### config.mk
export PLATFORM = sky130hd
export DESIGN_NAME = multi_clk_div_flat
export DESIGN_NICKNAME = d
export VERILOG_FILES = /design/src/rtl/multi_clk_div_if.sv /design/src/rtl/multi_clk_div.sv /design/src/flat_wrapper.sv
export SDC_FILE = /design/constraint.sdc
export NUM_CORES = 1
export LEC_CHECK = 0
export BUFFER_PORTS_ARGS = -buffer_cell sky130_fd_sc_hd__buf_2
export CAP_MARGIN = 0
export CORE_MARGIN = 8
export CORE_UTILIZATION = 45
export CTS_BUF_LIST = sky130_fd_sc_hd__clkbuf_8
export DETAILED_ROUTE_END_ITERATION = 16
export GPL_TIMING_DRIVEN = 0
export SLEW_MARGIN = 25
export SYNTH_ARGS = -nofsm -noshare
export SYNTH_HDL_FRONTEND = slang
export SYNTH_SLANG_ARGS = --single-unit
### constraint.sdc
create_clock -name clk -period 6.14 [get_ports clk]
set_input_delay 0 -clock clk [delete_from_list [all_inputs] [get_ports clk]]
set_output_delay 0 -clock clk [all_outputs]
set_load 0.005 [all_outputs]
### src/rtl/multi_clk_div_if.sv
// -----------------------------------------------------------------------------
// multi_clk_div_if
//   Bundle of the control and output signals of the multi-channel clock-enable
//   divider. The controller side (testbench or parent logic) uses the master
//   modport; the divider itself uses the slave modport.
//
//   Signals:
//     en           [CHANNELS]        per-channel run enable
//     mode         [CHANNELS]        per-channel mode, 0 = pulse, 1 = square
//     div_count_in [CHANNELS*WIDTH]  divisor N, channel i at [i*WIDTH +: WIDTH]
//     sync                           restart all running channels in phase
//     div          [CHANNELS]        registered divided output per channel
//     tick         [CHANNELS]        registered strobe on first cycle of period
// -----------------------------------------------------------------------------
interface multi_clk_div_if #(
  parameter int CHANNELS = 2,
  parameter int WIDTH    = 8
);

  logic [CHANNELS-1:0]       en;
  logic [CHANNELS-1:0]       mode;
  logic [CHANNELS*WIDTH-1:0] div_count_in;
  logic                      sync;
  logic [CHANNELS-1:0]       div;
  logic [CHANNELS-1:0]       tick;

  modport master (
    output en,
    output mode,
    output div_count_in,
    output sync,
    input  div,
    input  tick
  );

  modport slave (
    input  en,
    input  mode,
    input  div_count_in,
    input  sync,
    output div,
    output tick
  );

endinterface

### src/rtl/multi_clk_div.sv
// -----------------------------------------------------------------------------
// multi_clk_div
//   Multi-channel clock-enable divider. Each channel counts 0..N-1 and drives
//   either a one-cycle pulse (mode 0) or a square wave whose high phase is
//   ceil(N/2) cycles (mode 1). A tick strobe marks the first cycle of every
//   period. Divisor and mode are captured into shadow registers only at period
//   boundaries, so a change on the inputs never produces a runt period. A
//   shared sync input forces every running (or starting) channel to begin a
//   new period on the same edge. Outputs are clock enables, never clocks.
//
//   Ports:
//     clk    system clock, everything on the rising edge
//     reset  synchronous, active-high reset
//     bus    multi_clk_div_if slave modport (en, mode, div_count_in, sync in;
//            div, tick out)
// -----------------------------------------------------------------------------
module multi_clk_div #(
  parameter int CHANNELS = 2,
  parameter int WIDTH    = 8
) (
  input  logic          clk,
  input  logic          reset,
  multi_clk_div_if.slave bus
);

  typedef enum logic {
    IDLE = 1'b0,
    RUN  = 1'b1
  } state_t;

  localparam logic [WIDTH-1:0] ONE = WIDTH'(1);

  // Registered per-channel state.
  state_t              r_state  [CHANNELS];
  logic [WIDTH-1:0]    r_cnt    [CHANNELS];
  logic [WIDTH-1:0]    r_actN   [CHANNELS];
  logic [CHANNELS-1:0] r_actMode;
  logic [CHANNELS-1:0] r_div;
  logic [CHANNELS-1:0] r_tick;

  // Next-state values computed combinationally.
  state_t              w_stateNext   [CHANNELS];
  logic [WIDTH-1:0]    w_cntNext     [CHANNELS];
  logic [WIDTH-1:0]    w_actNNext    [CHANNELS];
  logic [CHANNELS-1:0] w_actModeNext;
  logic [CHANNELS-1:0] w_divNext;
  logic [CHANNELS-1:0] w_tickNext;

  // Divisor field for each channel, split out of the packed input bus.
  logic [WIDTH-1:0]    w_nIn [CHANNELS];

  for (genvar g = 0; g < CHANNELS; g++) begin : g_split
    assign w_nIn[g] = bus.div_count_in[g*WIDTH +: WIDTH];
  end

  // Next-state logic for every channel. The priority chain is en=0 first,
  // then sync, then the natural wrap, then a plain increment. Sync and wrap
  // share the same restart path: both resample divisor and mode, and a zero
  // divisor at that moment parks the channel in IDLE. The registered outputs
  // are derived from the next state so that div/tick become visible on the
  // same edge that moves cnt to the value they describe.
  always_comb begin
    w_actModeNext = r_actMode;
    w_divNext     = '0;
    w_tickNext    = '0;
    for (int i = 0; i < CHANNELS; i++) begin
      w_stateNext[i] = r_state[i];
      w_cntNext[i]   = r_cnt[i];
      w_actNNext[i]  = r_actN[i];

      case (r_state[i])
        IDLE: begin
          if (bus.en[i] && (w_nIn[i] != '0)) begin
            w_stateNext[i]   = RUN;
            w_cntNext[i]     = '0;
            w_actNNext[i]    = w_nIn[i];
            w_actModeNext[i] = bus.mode[i];
          end
        end
        RUN: begin
          if (!bus.en[i]) begin
            w_stateNext[i] = IDLE;
            w_cntNext[i]   = '0;
          end else if (bus.sync || (r_cnt[i] == r_actN[i] - ONE)) begin
            w_cntNext[i] = '0;
            if (w_nIn[i] == '0) begin
              w_stateNext[i] = IDLE;
            end else begin
              w_actNNext[i]    = w_nIn[i];
              w_actModeNext[i] = bus.mode[i];
            end
          end else begin
            w_cntNext[i] = r_cnt[i] + ONE;
          end
        end
        default: begin
          w_stateNext[i] = IDLE;
          w_cntNext[i]   = '0;
        end
      endcase

      // Square high phase is N - floor(N/2), i.e. ceil(N/2), all in WIDTH bits.
      w_tickNext[i] = (w_stateNext[i] == RUN) && (w_cntNext[i] == '0);
      w_divNext[i]  = (w_stateNext[i] == RUN) &&
                      (w_actModeNext[i]
                         ? (w_cntNext[i] < (w_actNNext[i] - (w_actNNext[i] >> 1)))
                         : (w_cntNext[i] == '0));
    end
  end

  // State register. Reset wins over everything and returns every channel to
  // IDLE with cleared counters, shadows and outputs.
  always_ff @(posedge clk) begin
    if (reset) begin
      for (int i = 0; i < CHANNELS; i++) begin
        r_state[i] <= IDLE;
        r_cnt[i]   <= '0;
        r_actN[i]  <= '0;
      end
      r_actMode <= '0;
      r_div     <= '0;
      r_tick    <= '0;
    end else begin
      for (int i = 0; i < CHANNELS; i++) begin
        r_state[i] <= w_stateNext[i];
        r_cnt[i]   <= w_cntNext[i];
        r_actN[i]  <= w_actNNext[i];
      end
      r_actMode <= w_actModeNext;
      r_div     <= w_divNext;
      r_tick    <= w_tickNext;
    end
  end

  assign bus.div  = r_div;
  assign bus.tick = r_tick;

endmodule

### src/flat_wrapper.sv
// flat-port wrapper written by rule: the top's interface ports become plain ports
module multi_clk_div_flat 
#(
  parameter int CHANNELS = 2,
  parameter int WIDTH    = 8
)
  (clk, reset, bus_en, bus_mode, bus_div_count_in, bus_sync, bus_div, bus_tick);
  multi_clk_div_if #(.CHANNELS(CHANNELS), .WIDTH(WIDTH)) bus_i ();
  input  logic clk;
  input  logic reset;
  input wire logic [$bits(bus_i.en)-1:0] bus_en;
  input wire logic [$bits(bus_i.mode)-1:0] bus_mode;
  input wire logic [$bits(bus_i.div_count_in)-1:0] bus_div_count_in;
  input wire logic [$bits(bus_i.sync)-1:0] bus_sync;
  output wire logic [$bits(bus_i.div)-1:0] bus_div;
  output wire logic [$bits(bus_i.tick)-1:0] bus_tick;
  assign bus_i.en = bus_en;
  assign bus_i.mode = bus_mode;
  assign bus_i.div_count_in = bus_div_count_in;
  assign bus_i.sync = bus_sync;
  assign bus_div = bus_i.div;
  assign bus_tick = bus_i.tick;
  multi_clk_div #(.CHANNELS(CHANNELS), .WIDTH(WIDTH)) u_core (.clk(clk), .reset(reset), .bus(bus_i));
endmodule
Word-level counts from Yosys, hierarchy flattened
Memory sizes are Yosys's and may differ from the RTL's.
Index checks and enable logic that the tools add are counted.
Storage, ports and cells
  memories kept: 3
  register bits after elaboration: 6
  RAM bits: 34
  word-level logic and storage cells: 87
  output and inout port bits: 4
  bits of input ports: 23
  memory bits (read-only): 0
  latch bits: 0
Operators by class
  add/sub/neg operators: 6
  reductions and logical operators: 14
  multipliers: 0
  order comparisons: 2
  bitwise gates (word level): 8
  equal/unequal tests: 2
  divide/modulo/power cells: 0
  muxes and demuxes: 49
  shift operators: 0
Memories
  u_core.r_actN: words 2, bits a word 8, read ports 2, clocked after Yosys merged registers in 0, wr ports 2, RTL line multi_clk_div.sv:36  | logic [WIDTH-1:0] r_actN [CHANNELS];
  u_core.r_cnt: words 2, bits a word 8, read ports 2, clocked after Yosys merged registers in 0, wr ports 2, RTL line multi_clk_div.sv:35  | logic [WIDTH-1:0] r_cnt [CHANNELS];
  u_core.r_state: words 2, bits a word 1, read ports 2, clocked after Yosys merged registers in 0, wr ports 2, RTL line multi_clk_div.sv:34  | state_t r_state [CHANNELS];
Operator list (number)
  two-way mux 8 bit: 18
  case mux 8 bit (2 select lines): 4
  logical NOT 8 bit: 4
  two-way mux 1 bit: 23
  adder 8 x 1 -> 8 bit, second input constant: 2
  == test 8 bit: 2
  < comparator 8 bit: 2
  nonzero test 8 bit: 2
  subtractor 8 x 1 -> 8 bit, second input constant: 2
  subtractor 8 x 7 -> 8 bit: 2
  case mux 1 bit (2 select lines): 4
  logical AND 1 bit: 6
  OR 1 bit: 6
  logical OR 1 bit: 2
  NOT 1 bit: 2

Depth between registers and ports, before layout
Gate-level depths: netlist of run 1.
  depth after elaboration: 10
  gate-level depth with buffers: 23
  mapped depth without buffers: 23

Least setup slack after synthesis of run 1
No wires, ideal clock.
  kind: reg2reg
  start point: memory u_core.r_actN[1][0] (netlist: u_core.r_actN[0][8])
  end point: register u_core.r_div[1] (netlist: u_core.bus.div[1])
  data arrival time: 4.527 ns
  path buffers: 1
  setup time: 0.088 ns
  required time: 6.052 ns
  period minus slack after synthesis: 4.615 ns
  slack: 1.525 ns
  cell stages (with the launch flop): 24
  cell sequence: dfxtp_1 > inv_1 > ha_1 > or3_1 > a31o_1 > nor4_2 > o31ai_1 > buf_4 > a22oi_1 > inv_1 > ha_1 > nor2b_1 > o21ai_0 > nand2b_1 > a21o_1 > a21o_1 > a21o_1 > a21oi_1 > xor2_1 > ha_1 > and4_1 > a21oi_1 > nand4_1 > o32ai_2
RTL lines
  start: declaration: RTL line multi_clk_div.sv:36
  end signal: assignment: RTL line multi_clk_div.sv:130  | r_div <= w_divNext;
  end: declaration: RTL line multi_clk_div.sv:38  | logic [CHANNELS-1:0] r_div;

==> results of run 1 <==
state kept, by name, indices dropped and copies added, names as in the netlist:
| register | cells |
|---|---|
| u_core.r_state | 2 |
| u_core.r_actMode | 2 |
| u_core.r_cnt | 16 |
| u_core.r_actN | 16 |
| u_core.bus.div | 2 |
| u_core.bus.tick | 2 |
critical path, stage by stage, from the launching register on:
cell	delay [ns]
dfxtp_1	0.42
inv_1	0.07
ha_1	0.24
or3_1	0.38
a31o_1	0.28
nor4_2	0.45
o31ai_1	0.11
buf_4	0.21
a22oi_1	0.37
inv_1	0.12
ha_1	0.31
nor2b_1	0.13
o21ai_0	0.14
nand2b_1	0.10
a21o_1	0.18
a21o_1	0.19
a21o_1	0.17
a21oi_1	0.16
xor2_1	0.20
ha_1	0.26
and4_1	0.17
a21oi_1	0.14
nand4_1	0.13
o32ai_2	0.15
kinds of logic (layout without fill, tap and decap cells):
| group | after synthesis | count (layout) | share of synthesized area (%) |
|---|---|---|---|
| simple gates | 142 | 142 | 21.6 |
| compound gates | 101 | 101 | 21.6 |
| buf+inv | 42 | 79 | 5.19 |
| flops | 40 | 40 | 23.4 |
| xor+xnor | 39 | 39 | 10.7 |
| fa+ha+maj | 34 | 34 | 12.9 |
| mux | 15 | 15 | 4.53 |
placed cells by master, fill, tap and decap left out, drive strengths merged, types with 5 or more instances in the layout:
master,count
xor2,17
and3,7
a31oi,5
o21a,5
nor2,40
dfxtp,40
nor2b,19
clkbuf,14
nand2,29
nand3b,5
mux2i,14
ha,32
nor4,6
a21o,11
nand3,6
nor3,9
xnor2,22
inv,27
a21oi,24
buf,33
o21ai,25
nand2b,7
stage by stage:
stage,utilization [%],setup WS (ns)
finish,50.7,0.956
global route,50.7,0.483
CTS,50.7,0.946
detailed placement,48.9,0.974
global placement,48.9,1.03
floorplan,-,1.52
layer usage:
metal  vias up  global-route usage (%)
met5         -                       0
met1      1457                    24.3
met3         8                    2.61
met4         0                    4.45
met2        56                    25.0
li1       1542                       -
area by class of cell:
cell class / count / area, sq um
Inverter: 26 / 97.6
Fill cell: 802 / 3710
Buffer: 16 / 80.1
Timing Repair Buffer: 29 / 160
Multi-Input combinational cell: 331 / 2440
Tap cell: 102 / 128
Sequential cell: 40 / 801
Clock buffer: 5 / 68.8
Clock inverter: 3 / 38.8
worst max path at each step:
stage	to	slack, ns
after detailed placement	u_core.bus.div[0]$_SDFF_PP0_	0.97
after floorplan	u_core.bus.div[1]$_SDFF_PP0_	1.52
after CTS	u_core.bus.div[0]$_SDFF_PP0_	0.95
after global routing	u_core.bus.div[1]$_SDFF_PP0_	0.48
final	u_core.bus.div[1]$_SDFF_PP0_	0.96
after global placement	u_core.bus.div[0]$_SDFF_PP0_	1.03
power groups by stage:
| stage | logic [mW] | registers (mW) | clock network (mW) |
|---|---|---|---|
| finish | 0.232 | 0.283 | 0.219 |
| global route | 0.265 | 0.285 | 0.236 |
| CTS | 0.235 | 0.283 | 0.225 |
| detailed placement | 0.232 | 0.289 | 0 |
| global placement | 0.226 | 0.289 | 0 |
| floorplan | 0.183 | 0.285 | 0 |
==> results.ini, run 1 <==
[worst_hold_path]
hold_path.startpoint=bus_div_count_in[4]
whs_path_depth=3
min_to=u_core.r_actN[0][4]$_SDFF_PP0_
hp-class=input port to register

[routing]
route.vias.total=3063
m1WireLength_microns=4310
postRouteWirelength_microns=8380
wl_met2_microns=3700
ant_nets=0
firstDrtPassIters=5
drtIter0Drc=178
dr_wl_met3_microns=300
wl_per_cell_microns=15.2
vias_per_cell=5.55
routed.top_layer=met4
route.detailed.drc=0

[pwr]
power_switching_mw=0.238
p_int_mw=0.496
p_clk_share_pct=29.8
power_density_mw_per_mm2=192
p_comb_share_pct=31.6
swShare_pct=32.4
cellLeakagePower_nw=1.76
power_frac_seq_pct=38.6
irDropWorstVdd_mv=0.111
totalPowerFinal_mw=0.735

[setup_path]
critPathArrivalTime_ns=5.39
worstReg2RegEnd=u_core.bus.div[1]$_SDFF_PP0_
worst_setup_path_end_kind=register
cp-startpoint=u_core.r_actN[0][8]$_SDFF_PP0_
startpoint_type=register
worst-r2r-cell-count=23
critPathRequiredTime_ns=6.35
crit_type=register to register
reg2reg_from=u_core.r_actN[0][8]$_SDFF_PP0_
regToRegSetupSlack_ns=0.96
critPathMaxFanout=10

[timing]
relSlewSlack_pct=48.8
period_needed_ns=5.18
rsz0062_at_grt=no
period_share_pct=84.4
final_hold_viol_count=0
setup_viol=0
worst_pin_slew_ns=0.762
skew_ns=0.00694
tns_ns=0
finalMaxSlewViolations=0
fmax_ghz=0.193
hold_slack_ns=0.00918

[layout]
nets=506
layoutNonFillerInstCount=552
diodes=0
fin_area_sq_mm=0.00382
layout-drive-gt1-share_pct=12.4
areaGrowthSynthToFinish_pct=11.6

[status]
outcome=complete, no violations

[floorplanning]
initial_core_util_pct=45.5
floorplan.rows=32
die_height_microns=103
io_pins=27
core_sq_mm=0.00753
die_w_microns=103
die_area_sq_mm=0.0107

[clock_tree]
cts_buffer_depth=2
numCtsBuffers=5
cts_resized=0
cts_tree=done
cts_sinks=40
cts_hold_buffers=3
h-tree-depth=2
cts_setup_buffers=0
root_buffer=clkbuf_8
clkSlewWorstSetupHoldPaths_ns=0.08
clkLatencyLatePin_ns=0.30

[placement]
dp_hpwl_microns=6680
gp_congestion=0.814
dp.cells=541
port_buffers=26
dpl_cell_area_sq_mm=0.00368

[global_route]
grt_max_degree=13
antenna_found_initial=0
grt_pass1_wl_microns=13900
grt_pass1_vias=2868
grt_use_total_pct=16.8
gr-total-overflow=0

[logic_synthesis]
ys_ff_latch=40
netlist_top_cells_count=dfxtp_1, nor2_1, ha_1
syn-cell-area_sq_mm=0.00342
syn_inst=413
synth_edf_count=0
synth.area.top_cells=dfxtp_1, ha_1, xnor2_1
ys_warn_count=0
synth_nets=470
synth.distinct_cells=60
netlist.area_leader.share_pct=23.4
synth-async-reset-ratio_pct=0
yosysSeqAreaShare_pct=23.4
yosysTopAreaCell=dfxtp_1
avgSynthCellArea_sq_um=8.29
ys.flop_type=dfxtp_1

[flow_run]
maxCapViolCount=0

No activity file was read; power rests on OpenSTA's default activity.
==> inputs of run 2 (changes only) <==
--- a/config.mk
+++ b/config.mk
@@ -5,6 +5,7 @@
 export SDC_FILE = /design/constraint.sdc
 export NUM_CORES = 1
 export LEC_CHECK = 0
+export ABC_AREA = 1
 export BUFFER_PORTS_ARGS = -buffer_cell sky130_fd_sc_hd__buf_2
 export CAP_MARGIN = 0
 export CORE_MARGIN = 8
==> constraint.sdc (replaced) <==
create_clock -name clk -period 4.2 [get_ports clk]
set_input_delay 0 -clock clk [delete_from_list [all_inputs] [get_ports clk]]
set_output_delay 0 -clock clk [all_outputs]
set_load 0.005 [all_outputs]
==> run 2 against run 1 <==
  * Synthesized cell count is 40% higher
  * Sequential cell count stayed put
  * Clock skew is 0.0022 ns higher
  * Largest power group is now combinational cells
  * Worst setup slack worse by 0.71 ns
  * Sequential share of layout area is 2.5 points lower
  * Non-clock buffer count is 5 higher
==> results.ini, run 2 <==
[timing]
skew_ns=0.00914
finalMaxSlewViolations=0
worst_pin_slew_ns=0.575
period_needed_ns=3.95
period_share_pct=94.1
hold_slack_ns=0.0589
final_hold_viol_count=0
relSlewSlack_pct=61.6
timing.final.ws_setup_ns=0.248
fmax_ghz=0.253
setup_viol=0

[routing]
vias_per_cell=5.11
postRouteWirelength_microns=10200
ant_nets=0
firstDrtPassIters=5
route.vias.total=3728
route.detailed.drc=0
wl_per_cell_microns=14.0
drtIter0Drc=284

[layout]
final_common_cell=nand2_1
layoutNonFillerInstCount=730
fin_area_sq_mm=0.00437
diodes=0
final_cell_mix=nand2_1, inv_1, nor2_1
top_regs=u_core.r_actN (16), u_core.r_cnt (16)
layout-drive-gt1-share_pct=21.1
areaGrowthSynthToFinish_pct=16.8
nets=681

[clock_tree]
clkSlewWorstSetupHoldPaths_ns=0.08
root_buffer=clkbuf_8
cts_tree=done
clkLatencyLatePin_ns=0.30
cts_sinks=40
numCtsBuffers=5
h-tree-depth=2
cts_buffer_depth=2

[logic_synthesis]
netlist_top_cells_count=nand2_1, inv_1, nor2_1
ys_ff_latch=40
synth.area.top_cells=dfxtp_1, nand2_1, ha_1
ys_warn_count=0
synth_edf_count=0
synth-async-reset-ratio_pct=0
syn-cell-area_sq_mm=0.00374
yosysTopAreaCell=dfxtp_1
avgSynthCellArea_sq_um=6.46
synthMostInstantiatedCell=nand2_1
netlist.area_leader.share_pct=21.4
ys.flop_type=dfxtp_1
yosysSeqAreaShare_pct=21.4
synth_nets=637
syn_inst=580
synth.distinct_cells=44

[floorplanning]
die_area_sq_mm=0.0115
io_pins=27
die_w_microns=107
floorplan.rows=33
initial_core_util_pct=46.0
die_height_microns=107
core_sq_mm=0.00813

[setup_path]
reg2reg_from=u_core.r_actN[0][0]$_SDFF_PP0_
critPathArrivalTime_ns=4.19
worst_setup_path_end_kind=register
startpoint_type=register
crit_type=register to register
cp_slowest_cell=dfxtp_4
cp-startpoint=u_core.r_actN[0][0]$_SDFF_PP0_
worstReg2RegEnd=u_core.bus.div[0]$_SDFF_PP0_
critPathRequiredTime_ns=4.44
regToRegSetupSlack_ns=0.25
critPathMaxFanout=8
max_stage_delay_ns=0.36
worst-r2r-cell-count=31

[worst_hold_path]
hp-class=input port to register
hold_path.startpoint=bus_mode[1]
min_to=u_core.r_actMode[1]$_SDFF_PP0_
whs_path_depth=3

[global_route]
gr-total-overflow=0
grt_use_total_pct=17.5
grt_pass1_vias=3338
antenna_found_initial=0
grt_pass1_wl_microns=16300
grt_max_degree=13

[status]
outcome=complete, no violations

[pwr]
irDropWorstVdd_mv=0.162
cellLeakagePower_nw=2.22
power_density_mw_per_mm2=295

[flow_run]
maxCapViolCount=0

[placement]
pre_cts_ws_ns=-0.477
gp_congestion=0.874
dp_hpwl_microns=8070
dpl_cell_area_sq_mm=0.00400
port_buffers=25
dp.cells=710

## run 2: cell types whose count changed in the layout (fill, tap and decap cells not counted), moves of 9 or more
cell / before / now
a21oi_1: 24 / 34
a21oi_2: 0 / 9
buf_4: 2 / 11
inv_1: 27 / 75
inv_2: 0 / 13
mux2i_1: 13 / 0
nand2_1: 28 / 123
nand2_2: 1 / 15
nand3_1: 6 / 39
nor2_1: 40 / 68
nor2b_1: 19 / 0
xnor2_1: 21 / 8
## run 2: per-layer routing
layer / wire length (microns) / GRT usage, % / up-vias
met4: 156 / 4.22 / 0
met3: 364 / 1.86 / 12
met1: 5340 / 26.2 / 1699
met5: 0 / 0 / -
li1: - / - / 1954
met2: 4330 / 25.7 / 63
## run 2: area by class of cell
| cell class | instances | area, sq um |
|---|---|---|
| plain buffers | 13 | 103 |
| clock buffers | 5 | 68.8 |
| clock inverters | 3 | 38.8 |
| fillers | 837 | 3760 |
| inverters | 91 | 347 |
| multi-input cells | 436 | 2660 |
| flip-flops and latches | 40 | 808 |
| well taps | 105 | 131 |
| repair buffers | 37 | 218 |
## run 2: worst max-delay path: cells and delay by family (launching register included)
kind                     cells  cell delay, ns
AO/OA/AOI/OAI               10            1.19
XOR/XNOR                     1            0.17
adder cells (fa/ha/maj)      3            0.73
buffers and inverters        4            0.35
flip-flops                   1            0.36
AND/OR/NAND/NOR             13            1.08
## run 2: timing repair
| item | in CTS | in global routing |
|---|---|---|
| endpoints found under the setup margin | 2 | 2 |
| hold buffers | 1 | 0 |
| buffers inserted | 2 | 9 |
| resized for setup | 20 | 34 |
| pin swaps | 3 | 14 |
| endpoints found under the hold margin | 5 | 0 |
## run 2: power breakdown
group	switching, mW	internal [mW]	leakage [nW]	total [mW]
Clock	0.139	0.174	0.0593	0.313
Combinational	0.322	0.238	1.84	0.560
Sequential	0.0195	0.399	0.330	0.419
## run 2: how the worst max path moves through the flow
stage / depth (start not counted) / slack, ns / endpoint
floorplan: 30 / 0.25 / u_core.bus.div[0]$_SDFF_PP0_
global placement: 30 / -0.42 / u_core.bus.div[0]$_SDFF_PP0_
detailed placement: 30 / -0.48 / u_core.bus.div[0]$_SDFF_PP0_
CTS: 30 / -0.004 / u_core.bus.div[0]$_SDFF_PP0_
global route: 31 / -0.08 / u_core.bus.div[0]$_SDFF_PP0_
finish: 31 / 0.25 / u_core.bus.div[0]$_SDFF_PP0_
## run 2: logic make-up (layout without fill, tap and decap cells)
logic type	count (synthesis)	in the layout	share of synthesized area [%]
buf+inv	104	149	11.7
fa+ha+maj	34	34	11.8
compound gates	92	92	14.2
flops	40	40	21.4
xor+xnor	28	28	6.92
simple gates	282	282	34.0
## run 2: metrics by stage
stage | utilization (%) | total power, mW | setup TNS, ns
after floorplan | - | 0.789 | 0
after global placement | 49.2 | 0.886 | -0.583
after detailed placement | 49.2 | 0.903 | -0.707
after CTS | 51.6 | 1.24 | -0.00356
after global routing | 53.8 | 1.40 | -0.110
final | 53.8 | 1.29 | 0
